File: src/rtl/nq_arbiter.sv
// nq_arbiter
// Two-port round-robin arbiter and sequencer for the NaughtyQ replacement list.
// Grants one of two clients (A, B) per operation, drives the queue's
// enable/command/ready handshake, inserts the one-cycle enable drop the queue
// needs to re-arm, returns the captured result with a done pulse to the
// requester that owned the op, and latches a sticky fault on crash or timeout.
//
// Ports:
//   clock, reset                 system clock, async active-high reset
//   a_req/a_cmd/a_idx/a_data     client A request (held until a_done)
//   b_req/b_cmd/b_idx/b_data     client B request (held until b_done)
//   a_done, b_done               one-cycle completion pulses
//   rsp_idx, rsp_data            queue outputs captured at completion
//   nq_enable/nq_command/nq_idx/nq_data  queue control and operands
//   nq_ready, nq_crashed         queue status
//   nq_idx_out, nq_data_out      queue results
//   fault                        sticky crash/timeout indication
//   op_count                     completed operations, wraps at 16 bits
module nq_arbiter #(
  parameter int IDX_WIDTH  = 3,
  parameter int DATA_WIDTH = 8,
  parameter int CMD_WIDTH  = 2,
  parameter int TIMEOUT    = 15
) (
  input  logic                  clock,
  input  logic                  reset,
  input  logic                  a_req,
  input  logic [CMD_WIDTH-1:0]  a_cmd,
  input  logic [IDX_WIDTH-1:0]  a_idx,
  input  logic [DATA_WIDTH-1:0] a_data,
  input  logic                  b_req,
  input  logic [CMD_WIDTH-1:0]  b_cmd,
  input  logic [IDX_WIDTH-1:0]  b_idx,
  input  logic [DATA_WIDTH-1:0] b_data,
  output logic                  a_done,
  output logic                  b_done,
  output logic [IDX_WIDTH-1:0]  rsp_idx,
  output logic [DATA_WIDTH-1:0] rsp_data,
  output logic                  nq_enable,
  output logic [CMD_WIDTH:0]    nq_command,
  output logic [IDX_WIDTH-1:0]  nq_idx,
  output logic [DATA_WIDTH-1:0] nq_data,
  input  logic                  nq_ready,
  input  logic                  nq_crashed,
  input  logic [IDX_WIDTH-1:0]  nq_idx_out,
  input  logic [DATA_WIDTH-1:0] nq_data_out,
  output logic                  fault,
  output logic [15:0]           op_count
);

  typedef enum logic [1:0] {
    ST_IDLE   = 2'd0,
    ST_ACTIVE = 2'd1,
    ST_DONE   = 2'd2,
    ST_FAULT  = 2'd3
  } state_t;

  localparam logic GRANT_A = 1'b0;
  localparam logic GRANT_B = 1'b1;
  // Last timer value that may still see nq_ready; one more miss faults.
  localparam logic [3:0] TIMEOUT_LAST = 4'(TIMEOUT - 1);

  state_t                  state_r, state_s;
  logic                    last_grant_r, last_grant_s;
  logic                    grantee_r, grantee_s;
  logic                    pick_b_s;
  logic [3:0]              timer_r, timer_s;
  logic                    enable_r, enable_s;
  logic [CMD_WIDTH:0]      command_r, command_s;
  logic [IDX_WIDTH-1:0]    idx_r, idx_s;
  logic [DATA_WIDTH-1:0]   data_r, data_s;
  logic                    a_done_r, a_done_s;
  logic                    b_done_r, b_done_s;
  logic [IDX_WIDTH-1:0]    rsp_idx_r, rsp_idx_s;
  logic [DATA_WIDTH-1:0]   rsp_data_r, rsp_data_s;
  logic                    fault_r, fault_s;
  logic [15:0]             op_count_r, op_count_s;

  // Next-state and next-output logic for the sequencer.
  always_comb begin
    state_s      = state_r;
    last_grant_s = last_grant_r;
    grantee_s    = grantee_r;
    pick_b_s     = 1'b0;
    timer_s      = timer_r;
    enable_s     = enable_r;
    command_s    = command_r;
    idx_s        = idx_r;
    data_s       = data_r;
    a_done_s     = 1'b0;
    b_done_s     = 1'b0;
    rsp_idx_s    = rsp_idx_r;
    rsp_data_s   = rsp_data_r;
    fault_s      = fault_r;
    op_count_s   = op_count_r;

    case (state_r)
      ST_IDLE: begin
        if (nq_crashed) begin
          state_s  = ST_FAULT;
          fault_s  = 1'b1;
          enable_s = 1'b0;
        end else if (a_req || b_req) begin
          // B wins only if A is idle or A had the previous grant.
          pick_b_s = b_req && (!a_req || (last_grant_r == GRANT_A));
          if (pick_b_s) begin
            command_s = {1'b0, b_cmd};
            idx_s     = b_idx;
            data_s    = b_data;
          end else begin
            command_s = {1'b0, a_cmd};
            idx_s     = a_idx;
            data_s    = a_data;
          end
          grantee_s    = pick_b_s;
          last_grant_s = pick_b_s;
          timer_s      = 4'd0;
          enable_s     = 1'b1;
          state_s      = ST_ACTIVE;
        end else begin
          state_s = ST_IDLE;
        end
      end

      ST_ACTIVE: begin
        if (nq_crashed) begin
          // Crash outranks a same-cycle ready: no completion is reported.
          state_s  = ST_FAULT;
          fault_s  = 1'b1;
          enable_s = 1'b0;
        end else if (nq_ready) begin
          rsp_idx_s  = nq_idx_out;
          rsp_data_s = nq_data_out;
          enable_s   = 1'b0;
          op_count_s = op_count_r + 16'd1;
          if (grantee_r == GRANT_B) begin
            b_done_s = 1'b1;
          end else begin
            a_done_s = 1'b1;
          end
          state_s = ST_DONE;
        end else if (timer_r == TIMEOUT_LAST) begin
          state_s  = ST_FAULT;
          fault_s  = 1'b1;
          enable_s = 1'b0;
        end else begin
          timer_s = timer_r + 4'd1;
        end
      end

      ST_DONE: begin
        // Enable is already low here; this cycle lets the queue re-arm.
        if (nq_crashed) begin
          state_s  = ST_FAULT;
          fault_s  = 1'b1;
          enable_s = 1'b0;
        end else begin
          state_s = ST_IDLE;
        end
      end

      ST_FAULT: begin
        state_s  = ST_FAULT;
        fault_s  = 1'b1;
        enable_s = 1'b0;
      end

      default: begin
        state_s  = ST_FAULT;
        fault_s  = 1'b1;
        enable_s = 1'b0;
      end
    endcase
  end

  // State register.
  always_ff @(posedge clock or posedge reset) begin
    if (reset) begin
      state_r <= ST_IDLE;
    end else begin
      state_r <= state_s;
    end
  end

  // Registered outputs and grant bookkeeping.
  always_ff @(posedge clock or posedge reset) begin
    if (reset) begin
      last_grant_r <= GRANT_B;
      grantee_r    <= GRANT_A;
      timer_r      <= 4'd0;
      enable_r     <= 1'b0;
      command_r    <= '0;
      idx_r        <= '0;
      data_r       <= '0;
      a_done_r     <= 1'b0;
      b_done_r     <= 1'b0;
      rsp_idx_r    <= '0;
      rsp_data_r   <= '0;
      fault_r      <= 1'b0;
      op_count_r   <= 16'd0;
    end else begin
      last_grant_r <= last_grant_s;
      grantee_r    <= grantee_s;
      timer_r      <= timer_s;
      enable_r     <= enable_s;
      command_r    <= command_s;
      idx_r        <= idx_s;
      data_r       <= data_s;
      a_done_r     <= a_done_s;
      b_done_r     <= b_done_s;
      rsp_idx_r    <= rsp_idx_s;
      rsp_data_r   <= rsp_data_s;
      fault_r      <= fault_s;
      op_count_r   <= op_count_s;
    end
  end

  assign nq_enable  = enable_r;
  assign nq_command = command_r;
  assign nq_idx     = idx_r;
  assign nq_data    = data_r;
  assign a_done     = a_done_r;
  assign b_done     = b_done_r;
  assign rsp_idx    = rsp_idx_r;
  assign rsp_data   = rsp_data_r;
  assign fault      = fault_r;
  assign op_count   = op_count_r;

endmodule

File: config.mk
export PLATFORM = sky130hd
export DESIGN_NAME = nq_arbiter
export DESIGN_NICKNAME = d
export VERILOG_FILES = /design/src/rtl/nq_arbiter.sv
export SDC_FILE = /design/constraint.sdc
export NUM_CORES = 1
export LEC_CHECK = 0
export ABC_AREA = 1
export BUFFER_PORTS_ARGS = -buffer_cell sky130_fd_sc_hd__buf_2
export CORE_MARGIN = 2
export CORE_UTILIZATION = 35
export CTS_CLUSTER_SIZE = 25
export DETAILED_ROUTE_END_ITERATION = 12
export MAX_ROUTING_LAYER = met4
export PLACE_DENSITY = 0.62
export SLEW_MARGIN = 30
export SYNTH_ARGS = -nofsm -noshare
export SYNTH_HDL_FRONTEND = slang
export SYNTH_SLANG_ARGS = --single-unit
File: constraint.sdc
create_clock -name clock -period 1.55 [get_ports clock]
set_input_delay 0.0775 -clock clock [delete_from_list [all_inputs] [get_ports clock]]
set_output_delay 0.0775 -clock clock [all_outputs]
set_load 0.005 [all_outputs]
==> impl_metrics.py, run 1 <==
metrics = {
    "status": {
        "status": "complete, no violations",
    },
    "setup_path": {
        "critPathSlowestCell": "dfrtp_1",
        "cpPeakStageDelay_ns": 0.44,
        "crit_fanout": 18,
        "path_cells": "inv_2, nor2_4, nand2_4, nor2_4, nand3_1, xnor2_1",
        "crit_family": "simple AND/OR/NAND/NOR gates",
        "worstPathRequired_ns": 1.73,
        "timing.rr.start": "state_r[0]",
        "crit_path_frequent_cell": "nor2_4",
        "worstSetupStartpoint": "state_r[0]",
        "start_kind": "register",
        "reg2reg_to": "op_count[10]",
        "cp.buffers_inverters": 1,
        "cp-end-kind": "register",
        "critical_path_arrival_ns": 1.52,
        "path_class": "register to register",
        "worstRegToRegCells": 6,
        "rrSetupSlack_ns": 0.21,
    },
    "power": {
        "p_leak_nw": 1.819,
        "p_per_area_mw_per_mm2": 919.5,
        "ir_worst_vdd_mv": 0.4401,
    },
    "drt": {
        "drt_first_pass_iters": 4,
        "detail-route-antenna-nets": 0,
        "wirelength_um": 5493,
        "drc_errors": 0,
        "viasPerCell": 4.416,
        "drt-wirelength-per-cell_um": 11.30,
        "vias": 2146,
        "drtIter0Drc": 100,
    },
    "placement": {
        "routabilityCongestion": 0.7992,
        "port-buffer-count": 86,
        "dp_hpwl_um": 4029,
        "dp.cells": 466,
    },
    "worst_hold_path": {
        "min_from": "b_data[3]",
        "holdPathEnd": "nq_data[3]",
        "min_path_cells": 3,
        "hold_class": "input port to register",
    },
    "synthesis": {
        "yosys_warnings": 0,
        "ys_ff_latch": 52,
        "syn_area_per_cell_um2": 8.675,
        "ys.flop_type": "dfrtp_1",
        "synth_edf_count": 0,
        "syn_area_mm2": 0.002472,
        "synthArstFlopShare_pct": 100.0,
        "syn_inst": 285,
        "seq_area_frac_synth_pct": 52.68,
        "yosys.area.top_type": "dfrtp_1",
        "yosysMostFrequentCell": "nand2_1",
        "yosysTopAreaCellShare_pct": 51.62,
        "synthTopCellsByCount": "nand2_1 (91), dfrtp_1 (51), nor2_1 (27)",
        "ys_top_cells_by_area": "dfrtp_1 (52%), nand2_1 (14%), o21ai_0 (4.7%), nor2_1 (4.1%), inv_1 (3.5%)",
        "ys_types": 32,
        "syn_nets": 331,
    },
    "floorplan": {
        "fp.dieH_um": 88.05,
        "rows": 30,
        "io_pins": 88,
        "die_area_mm2": 0.007752,
        "start_util_pct": 36.19,
        "die_x_um": 88.05,
        "coreArea_mm2": 0.006832,
    },
    "sta": {
        "setup_violations": 0,
        "min_period_ns": 1.335,
        "hold_viol_final": 0,
        "clock.fmax_mhz": 748.8,
        "finalMaxSlewViolations": 0,
        "fin_setup_tns_ns": 0,
        "post-route-period-util_pct": 86.16,
        "rsz0062_at_grt": "false",
        "skew_ns": 0.009398,
    },
    "cells_and_area": {
        "layout-drive-gt1-share_pct": 31.28,
        "area_growth_pct": 32.08,
        "nets": 435,
        "final_cells": 486,
        "antenna_cells": 0,
    },
    "cts": {
        "path_clk_slew_ns": 0.09,
        "cts_tree": "done",
        "cts_buffers": 5,
        "cts-htree-levels": 2,
        "clock-sinks": 52,
        "cts_root_buf": "clkbuf_8",
        "clk_path_buf_depth": 2,
        "worstSkewPairLatency_ns": 0.30,
    },
    "global_route": {
        "grt_usage_pct": 16.01,
        "grt_pass1_wl_um": 9577,
        "grt-ovfl-total": 0,
        "first_global_vias": 2088,
        "antenna_found_initial": 0,
        "grt_max_degree": 23,
    },
    "run": {
        "cap_violations": 0,
    },
}
==> metrics by stage <==
step           cell area, µm²  hold WS [ns]  setup slack [ns]  utilization, %  power, W
2_1_floorplan            2472        0.1871            0.2163               -  0.001852
3_3_place_gp             3038       0.09671            0.2578           44.47  0.002095
3_5_place_dp             3038        0.1030            0.2127           44.47  0.002104
4_1_cts                  3266       0.01918            0.1931           47.80  0.003047
5_1_grt                  3266       0.02439           0.05668           47.80  0.003200
6_report                 3266       0.02275            0.2145           47.80  0.003003
==> cell usage in the layout (no fill, tap or decap), types with 4 or more instances in the layout <==
cell / Yosys / routed
nor2_1: 27 / 27
inv_1: 23 / 22
nand3_1: 4 / 4
dlygate4sd3_1: 0 / 12
nor2_2: 4 / 4
xor2_1: 8 / 8
buf_2: 3 / 86
clkbuf_8: 0 / 5
buf_4: 1 / 5
o21ai_0: 23 / 23
inv_2: 3 / 4
o21ai_1: 11 / 11
dfrtp_1: 51 / 51
nand2_1: 91 / 91
xnor2_1: 5 / 5
==> how the worst max path moves through the flow <==
stage	endpoint	slack, ns	cells past startpoint
after floorplan	a_done	0.22	1
after global placement	op_count[10]	0.26	6
after detailed placement	op_count[10]	0.21	6
after CTS	op_count[10]	0.19	6
after global routing	op_count[12]	0.06	9
final	op_count[10]	0.21	6
==> power by group <==
| part | switching, W | leakage [nW] | total, W | internal (W) |
|---|---|---|---|---|
| Clock | 0.000432 | 0.0552 | 0.000911 | 0.000480 |
| Sequential | 0.0000997 | 0.676 | 0.00161 | 0.00151 |
| Combinational | 0.000237 | 1.09 | 0.000481 | 0.000244 |
| Total | 0.000768 | 1.82 | 0.00300 | 0.00223 |
==> worst register-to-register path: cells and delay by family (launching register included) <==
| kind | cells | cell delay [ns] |
|---|---|---|
| XOR/XNOR | 1 | 0.14 |
| buffers and inverters | 1 | 0.07 |
| flip-flops | 1 | 0.44 |
| AND/OR/NAND/NOR | 4 | 0.57 |
==> what timing repair did <==
| item | in CTS | in global routing |
|---|---|---|
| hold buffers | 12 | 0 |
| endpoints found under the hold margin | 28 | 0 |
| setup buffers | 0 | 0 |
| resized for setup | 0 | 0 |
==> registers in the layout, indices dropped and copies added, names as in the netlist <==
name and flops:
last_grant_r 1, rsp_idx 3, nq_command 2, b_done 1, a_done 1, state_r 2
nq_data 8, nq_enable 1, op_count 16, rsp_data 8, grantee_r 1, fault 1
nq_idx 3, timer_r 4
==> per-layer routing <==
layer  wire [µm]  track usage [%]  part of all wire [%]
met1        2589            20.62                    47
met3         317            3.959                   5.8
met2        2540            25.83                    46
met4          46            3.306                  0.84
met5           0                -                     0
==> cell families (layout without fill, tap and decap cells) <==
family,Yosys count,after routing,share of synthesized area [%]
and+or+nand+nor,142,142,26.52
adders and majority gates,3,3,1.518
buffers and inverters,34,139,5.870
DFF,52,52,52.68
other,1,1,0.1517
AOI/OAI and AO/OA,40,40,8.654
xor gates and xnor gates,13,13,4.605
==> cell type report <==
class | count | area, µm²
clock buffer | 6 | 72.57
clock inverter | 2 | 35.03
fill | 690 | 3566
inverter | 27 | 102.6
multi-input combinational | 199 | 1025
sequential | 52 | 1303
tap | 96 | 120.1
timing repair buffer | 104 | 608.1
No activity file was read; power rests on OpenSTA's default activity.
==> run 2: changes to the inputs <==
--- a/config.mk
+++ b/config.mk
@@ -8,11 +8,12 @@
 export ABC_AREA = 1
 export BUFFER_PORTS_ARGS = -buffer_cell sky130_fd_sc_hd__buf_2
 export CORE_MARGIN = 2
-export CORE_UTILIZATION = 35
+export CORE_UTILIZATION = 49
 export CTS_CLUSTER_SIZE = 25
 export DETAILED_ROUTE_END_ITERATION = 12
 export MAX_ROUTING_LAYER = met4
-export PLACE_DENSITY = 0.62
+export PLACE_DENSITY = 0.81
+export RECOVER_POWER = 100
 export SLEW_MARGIN = 30
 export SYNTH_ARGS = -nofsm -noshare
 export SYNTH_HDL_FRONTEND = slang
==> run 2 against run 1 <==
Against the previous run: first-iteration DRC count is 23% lower; cell count is 6.4% lower; non-clock buffer count shrank 2; global-route usage is 5.2 points higher; critical endpoint unchanged; largest cell class unchanged.
==> impl_metrics.py, run 2 (synthesized netlist as in run 1, its figures left out) <==
metrics = {
    "status": {
        "status": "complete, no violations",
    },
    "global_route": {
        "first_global_vias": 2005,
        "grt-ovfl-total": 0,
        "grt_max_degree": 53,
        "grt_usage_pct": 21.17,
        "grt_pass1_wl_um": 8845,
        "antenna_found_initial": 0,
    },
    "setup_path": {
        "crit_path_frequent_cell": "inv_1",
        "reg2reg_to": "op_count[10]",
        "worstPathRequired_ns": 1.74,
        "worstRegToRegCells": 7,
        "start_kind": "register",
        "cpPeakStageDelay_ns": 0.40,
        "crit_family": "simple AND/OR/NAND/NOR gates",
        "crit_fanout": 4,
        "path_cells": "ha_1, inv_1, nor2_1, inv_1, nor2_4, nand3_1, xnor2_1",
        "path_class": "register to register",
        "timing.rr.start": "op_count[1]",
        "cp-end-kind": "register",
        "critical_path_arrival_ns": 1.63,
        "critPathSlowestCell": "dfrtp_1",
        "cp.buffers_inverters": 2,
        "rrSetupSlack_ns": 0.12,
    },
    "sta": {
        "post-route-period-util_pct": 92.42,
        "relSlewSlack_pct": 54.36,
        "setup_violations": 0,
        "hold_viol_final": 0,
        "min_period_ns": 1.433,
        "worst_slew_pin_slew_ns": 0.6846,
        "fin_setup_tns_ns": 0,
        "whs_ns": 0.05474,
        "finalMaxSlewViolations": 0,
        "clock.fmax_mhz": 698.1,
        "skew_ns": 0.005955,
        "rsz0062_at_grt": "false",
    },
    "cts": {
        "cts-htree-levels": 2,
        "path_clk_slew_ns": 0.09,
        "cts_buffers": 5,
        "cts_root_buf": "clkbuf_8",
        "clock-sinks": 52,
        "cts_tree": "done",
        "clk_path_buf_depth": 2,
        "post_cts_buffers": 0,
        "worstSkewPairLatency_ns": 0.30,
    },
    "drt": {
        "viasPerCell": 4.756,
        "drc_errors": 0,
        "drtIter0Drc": 77,
        "vias": 2164,
        "drt_first_pass_iters": 4,
        "wirelength_um": 5572,
        "drt-wirelength-per-cell_um": 12.25,
        "detail-route-antenna-nets": 0,
    },
    "cells_and_area": {
        "layout-drive-gt1-share_pct": 22.16,
        "layout_common_cells": "nand2_1 (92), buf_2 (60), dfrtp_1 (51), o21ai_0 (33), nor2_1 (30)",
        "antenna_cells": 0,
        "area_growth_pct": 26.27,
        "largest_reg_flops": 16,
        "final_common_cell": "nand2_1",
        "nets": 433,
    },
    "floorplan": {
        "fp.dieH_um": 75.03,
        "io_pins": 88,
        "die_x_um": 75.03,
        "rows": 25,
        "start_util_pct": 51.66,
        "die_area_mm2": 0.005630,
        "coreArea_mm2": 0.004786,
    },
    "power": {
        "p_leak_nw": 1.662,
        "ir_worst_vdd_mv": 0.5682,
        "p_per_area_mw_per_mm2": 906.1,
    },
    "run": {
        "cap_violations": 0,
    },
    "placement": {
        "dp_hpwl_um": 3947,
        "routabilityCongestion": 0.8314,
        "port-buffer-count": 86,
    },
    "worst_hold_path": {
        "hold_class": "input port to register",
        "min_from": "b_data[6]",
        "min_path_cells": 3,
        "holdPathEnd": "nq_data[6]",
    },
}
## run 2: cell types whose count changed in the layout (fill, tap and decap cells not counted), moves of 2 or more
cell / before / now
nor2_1: 27 / 30
clkbuf_1: 1 / 28
o21ai_1: 11 / 1
nor2_2: 4 / 1
buf_4: 5 / 2
o21ai_0: 23 / 33
buf_2: 86 / 60
inv_2: 4 / 1
inv_1: 22 / 24
## run 2: area by class of cell
type                    instances  area, µm²
fillers                       409       1664
flip-flops and latches         52       1303
multi-input cells             199       1006
repair buffers                102      545.5
inverters                      27      102.6
well taps                      67      83.83
clock buffers                   7      76.32
clock inverters                 1      5.005
## run 2: stage by stage
step	utilization [%]	cells	area (µm²)	total power [W]	setup slack [ns]
floorplan	-	285	2472	0.001852	0.2163
global placement	62.41	435	2987	0.002085	0.1855
detailed placement	62.41	435	2987	0.002108	0.1167
CTS	66.61	455	3188	0.002873	0.1005
global route	65.23	455	3122	0.002986	0.008316
finish	65.23	455	3122	0.002828	0.1175
## run 2: worst max path at each step
stage | slack (ns) | start | depth (start not counted) | to
finish | 0.12 | op_count[1] | 7 | op_count[10]
global route | 0.008 | op_count[1] | 7 | op_count[10]
CTS | 0.10 | op_count[1] | 7 | op_count[10]
detailed placement | 0.12 | op_count[1] | 7 | op_count[10]
global placement | 0.19 | op_count[1] | 7 | op_count[10]
floorplan | 0.22 | reset | 1 | a_done
## run 2: power breakdown
group	total (W)	switching, W	internal, W
registers	0.00161	0.000102	0.00151
logic	0.000464	0.000244	0.000219
clock network	0.000751	0.000433	0.000318
total	0.00283	0.000780	0.00205
## run 2: metal layers
metal  share of wire, %  global-route usage, %  vias up  wire, µm
met1                 44                  25.98     1007      2457
met3                5.0                  4.552        7       277
met4                1.1                  4.762        0        62
li1                   -                      -     1087         -
met2                 50                  35.96       63      2774
met5                  0                      -        -         0
## run 2: timing repair
| item | 4_1_cts | 5_1_grt |
|---|---|---|
| hold buffers | 12 | 0 |
| resized for setup | 0 | 0 |
| endpoints found under the hold margin | 62 | 0 |
## run 2: worst min-delay path, delay by kind of cell
family          cells  cell delay, ns
compound gates      1            0.14
buf+inv             1            0.07
simple gates        1            0.03
==> run 3: changes to the inputs <==
--- a/config.mk
+++ b/config.mk
@@ -14,6 +14,7 @@
 export MAX_ROUTING_LAYER = met4
 export PLACE_DENSITY = 0.81
 export RECOVER_POWER = 100
+export SETUP_SLACK_MARGIN = 0.3
 export SLEW_MARGIN = 30
 export SYNTH_ARGS = -nofsm -noshare
 export SYNTH_HDL_FRONTEND = slang
==> run 3 against run 2 <==
Against the previous run: global-route usage up 2.3 points; non-clock buffer count rose by 18; via count rose by 7.2%; combinational power rose by 17%; critical path depth shrank 1; utilization up 6.6 points; die area stayed put; clock skew grew 0.0020 ns; largest cell class unchanged.
==> impl_metrics.py, run 3 (synthesized netlist as in run 1, its figures left out) <==
metrics = {
    "cells_and_area": {
        "finalCoreUtilization_pct": 71.79,
        "layout-drive-gt1-share_pct": 30.54,
        "final_common_cell": "nand2_1",
        "area_growth_pct": 38.97,
        "multiInputGateArea_mm2": 0.001079,
        "largest_reg_flops": 16,
        "antenna_cells": 0,
        "regArea_mm2": 0.001303,
        "nets": 451,
        "layout_common_cells": "nand2_1 (89), buf_2 (61), dfrtp_1 (51), o21ai_0 (27)",
        "final_cells": 473,
        "stdcell_area_mm2": 0.003436,
        "fillers": 369,
    },
    "setup_path": {
        "worstPathRequired_ns": 1.73,
        "crit_fanout": 4,
        "path_class": "register to register",
        "cp-end-kind": "register",
        "start_kind": "register",
        "critical_path_arrival_ns": 1.57,
    },
    "sta": {
        "rsz0062_at_grt": "true",
        "worst_slew_pin_slew_ns": 0.8339,
        "min_period_ns": 1.389,
        "whs_ns": 0.03599,
        "fin_setup_tns_ns": 0,
        "setup_violations": 0,
        "clock.fmax_mhz": 719.7,
        "hold_viol_final": 0,
        "finalMaxSlewViolations": 0,
        "skew_ns": 0.007928,
        "relSlewSlack_pct": 44.10,
        "post-route-period-util_pct": 89.64,
    },
    "global_route": {
        "grt_pass1_wl_um": 9811,
        "grt-ovfl-total": 0,
        "first_global_vias": 2217,
        "grt_max_degree": 22,
        "antenna_found_initial": 0,
        "grt_usage_pct": 23.44,
    },
    "cts": {
        "worstSkewPairLatency_ns": 0.30,
        "clk_path_buf_depth": 2,
        "cts-htree-levels": 2,
        "clock-sinks": 52,
        "cts_buffers": 5,
        "path_clk_slew_ns": 0.10,
        "cts_root_buf": "clkbuf_8",
        "cts_tree": "done",
    },
    "placement": {
        "port-buffer-count": 86,
        "placedInstanceArea_mm2": 0.003008,
        "dp_hpwl_um": 4025,
        "routabilityCongestion": 0.9054,
        "dp.cells": 436,
    },
    "floorplan": {
        "start_util_pct": 51.66,
        "fp.dieH_um": 75.03,
        "rows": 25,
        "die_x_um": 75.03,
        "die_area_mm2": 0.005630,
        "coreArea_mm2": 0.004786,
        "io_pins": 88,
    },
    "drt": {
        "drtIter0Drc": 128,
        "wirelength_um": 6246,
        "detail-route-antenna-nets": 0,
        "drt_first_pass_iters": 4,
        "vias": 2320,
        "viasPerCell": 4.905,
        "drc_errors": 0,
        "drt-wirelength-per-cell_um": 13.21,
    },
    "status": {
        "status": "complete, no violations",
    },
    "run": {
        "cap_violations": 0,
    },
    "power": {
        "ir_worst_vdd_mv": 0.6177,
        "p_leak_nw": 1.822,
        "p_per_area_mw_per_mm2": 941.6,
    },
    "worst_hold_path": {
        "hold_class": "input port to register",
    },
}
-- run 3: cell types whose count changed in the layout (fill, tap and decap cells not counted), sizes merged --
cell      before  now
buf           62   82
bufinv         0    2
clkinvlp       0    1
clkinv         3    0
inv           25   26
clkbuf        35   32
-- run 3: path summary, 6_finish.rpt --
kind,start,endpoint,slack [ns],cells after the start
setup / recovery,state_r[0],op_count[8],0.16,6
hold / removal,b_data[5],nq_data[5],0.04,3
setup reg to reg,state_r[0],op_count[8],0.16,6
hold reg to reg,grantee_r,a_done,0.43,1
max in group asynchronous,reset,nq_data[7],0.41,4
min in group asynchronous,reset,state_r[1],0.47,3
-- run 3: power by group --
part | switching [W] | internal [W] | total, W
sequential | 0.000101 | 0.00151 | 0.00161
clock | 0.000433 | 0.000645 | 0.00108
combinational | 0.000275 | 0.000271 | 0.000545
total | 0.000808 | 0.00243 | 0.00323
-- run 3: final cells by class --
cell class,instances,share of cell area (%)
clock inverters,2,1.748
multi-input cells,199,31.39
inverters,27,3.205
well taps,67,2.440
repair buffers,120,21.19
clock buffers,6,2.112
flip-flops and latches,52,37.91
-- run 3: timing repair --
item                                    4_1_cts  5_1_grt
gates resized for setup                      15       18
pin swaps                                     9       13
endpoints found under the hold margin        25        0
hold buffers                                 12        0
setup buffers                                11        6
endpoints found under the setup margin       30       46
-- run 3: stage by stage --
stage	power [W]	worst slack (ns)
finish	0.003235	0.1606
global route	0.003400	0.08867
CTS	0.003239	0.2657
detailed placement	0.002105	0.2173
global placement	0.002092	0.2794
floorplan	0.001856	0.3027
-- run 3: metal layers --
| metal | wire length [µm] | GRT usage [%] | vias to the layer above |
|---|---|---|---|
| met1 | 2630 | 28.81 | 1101 |
| met2 | 3200 | 39.28 | 84 |
| met3 | 323 | 4.819 | 10 |
| li1 | - | - | 1125 |
| met5 | 0 | - | - |
| met4 | 92 | 6.548 | 0 |
-- run 3: worst max-delay path: stages, from the launching register on --
cell and delay (ns):
dfrtp_1 0.48, inv_2 0.09, nor2_4 0.15, nand2_1 0.16
nor2_4 0.16, nand2_2 0.08, xnor2_2 0.15
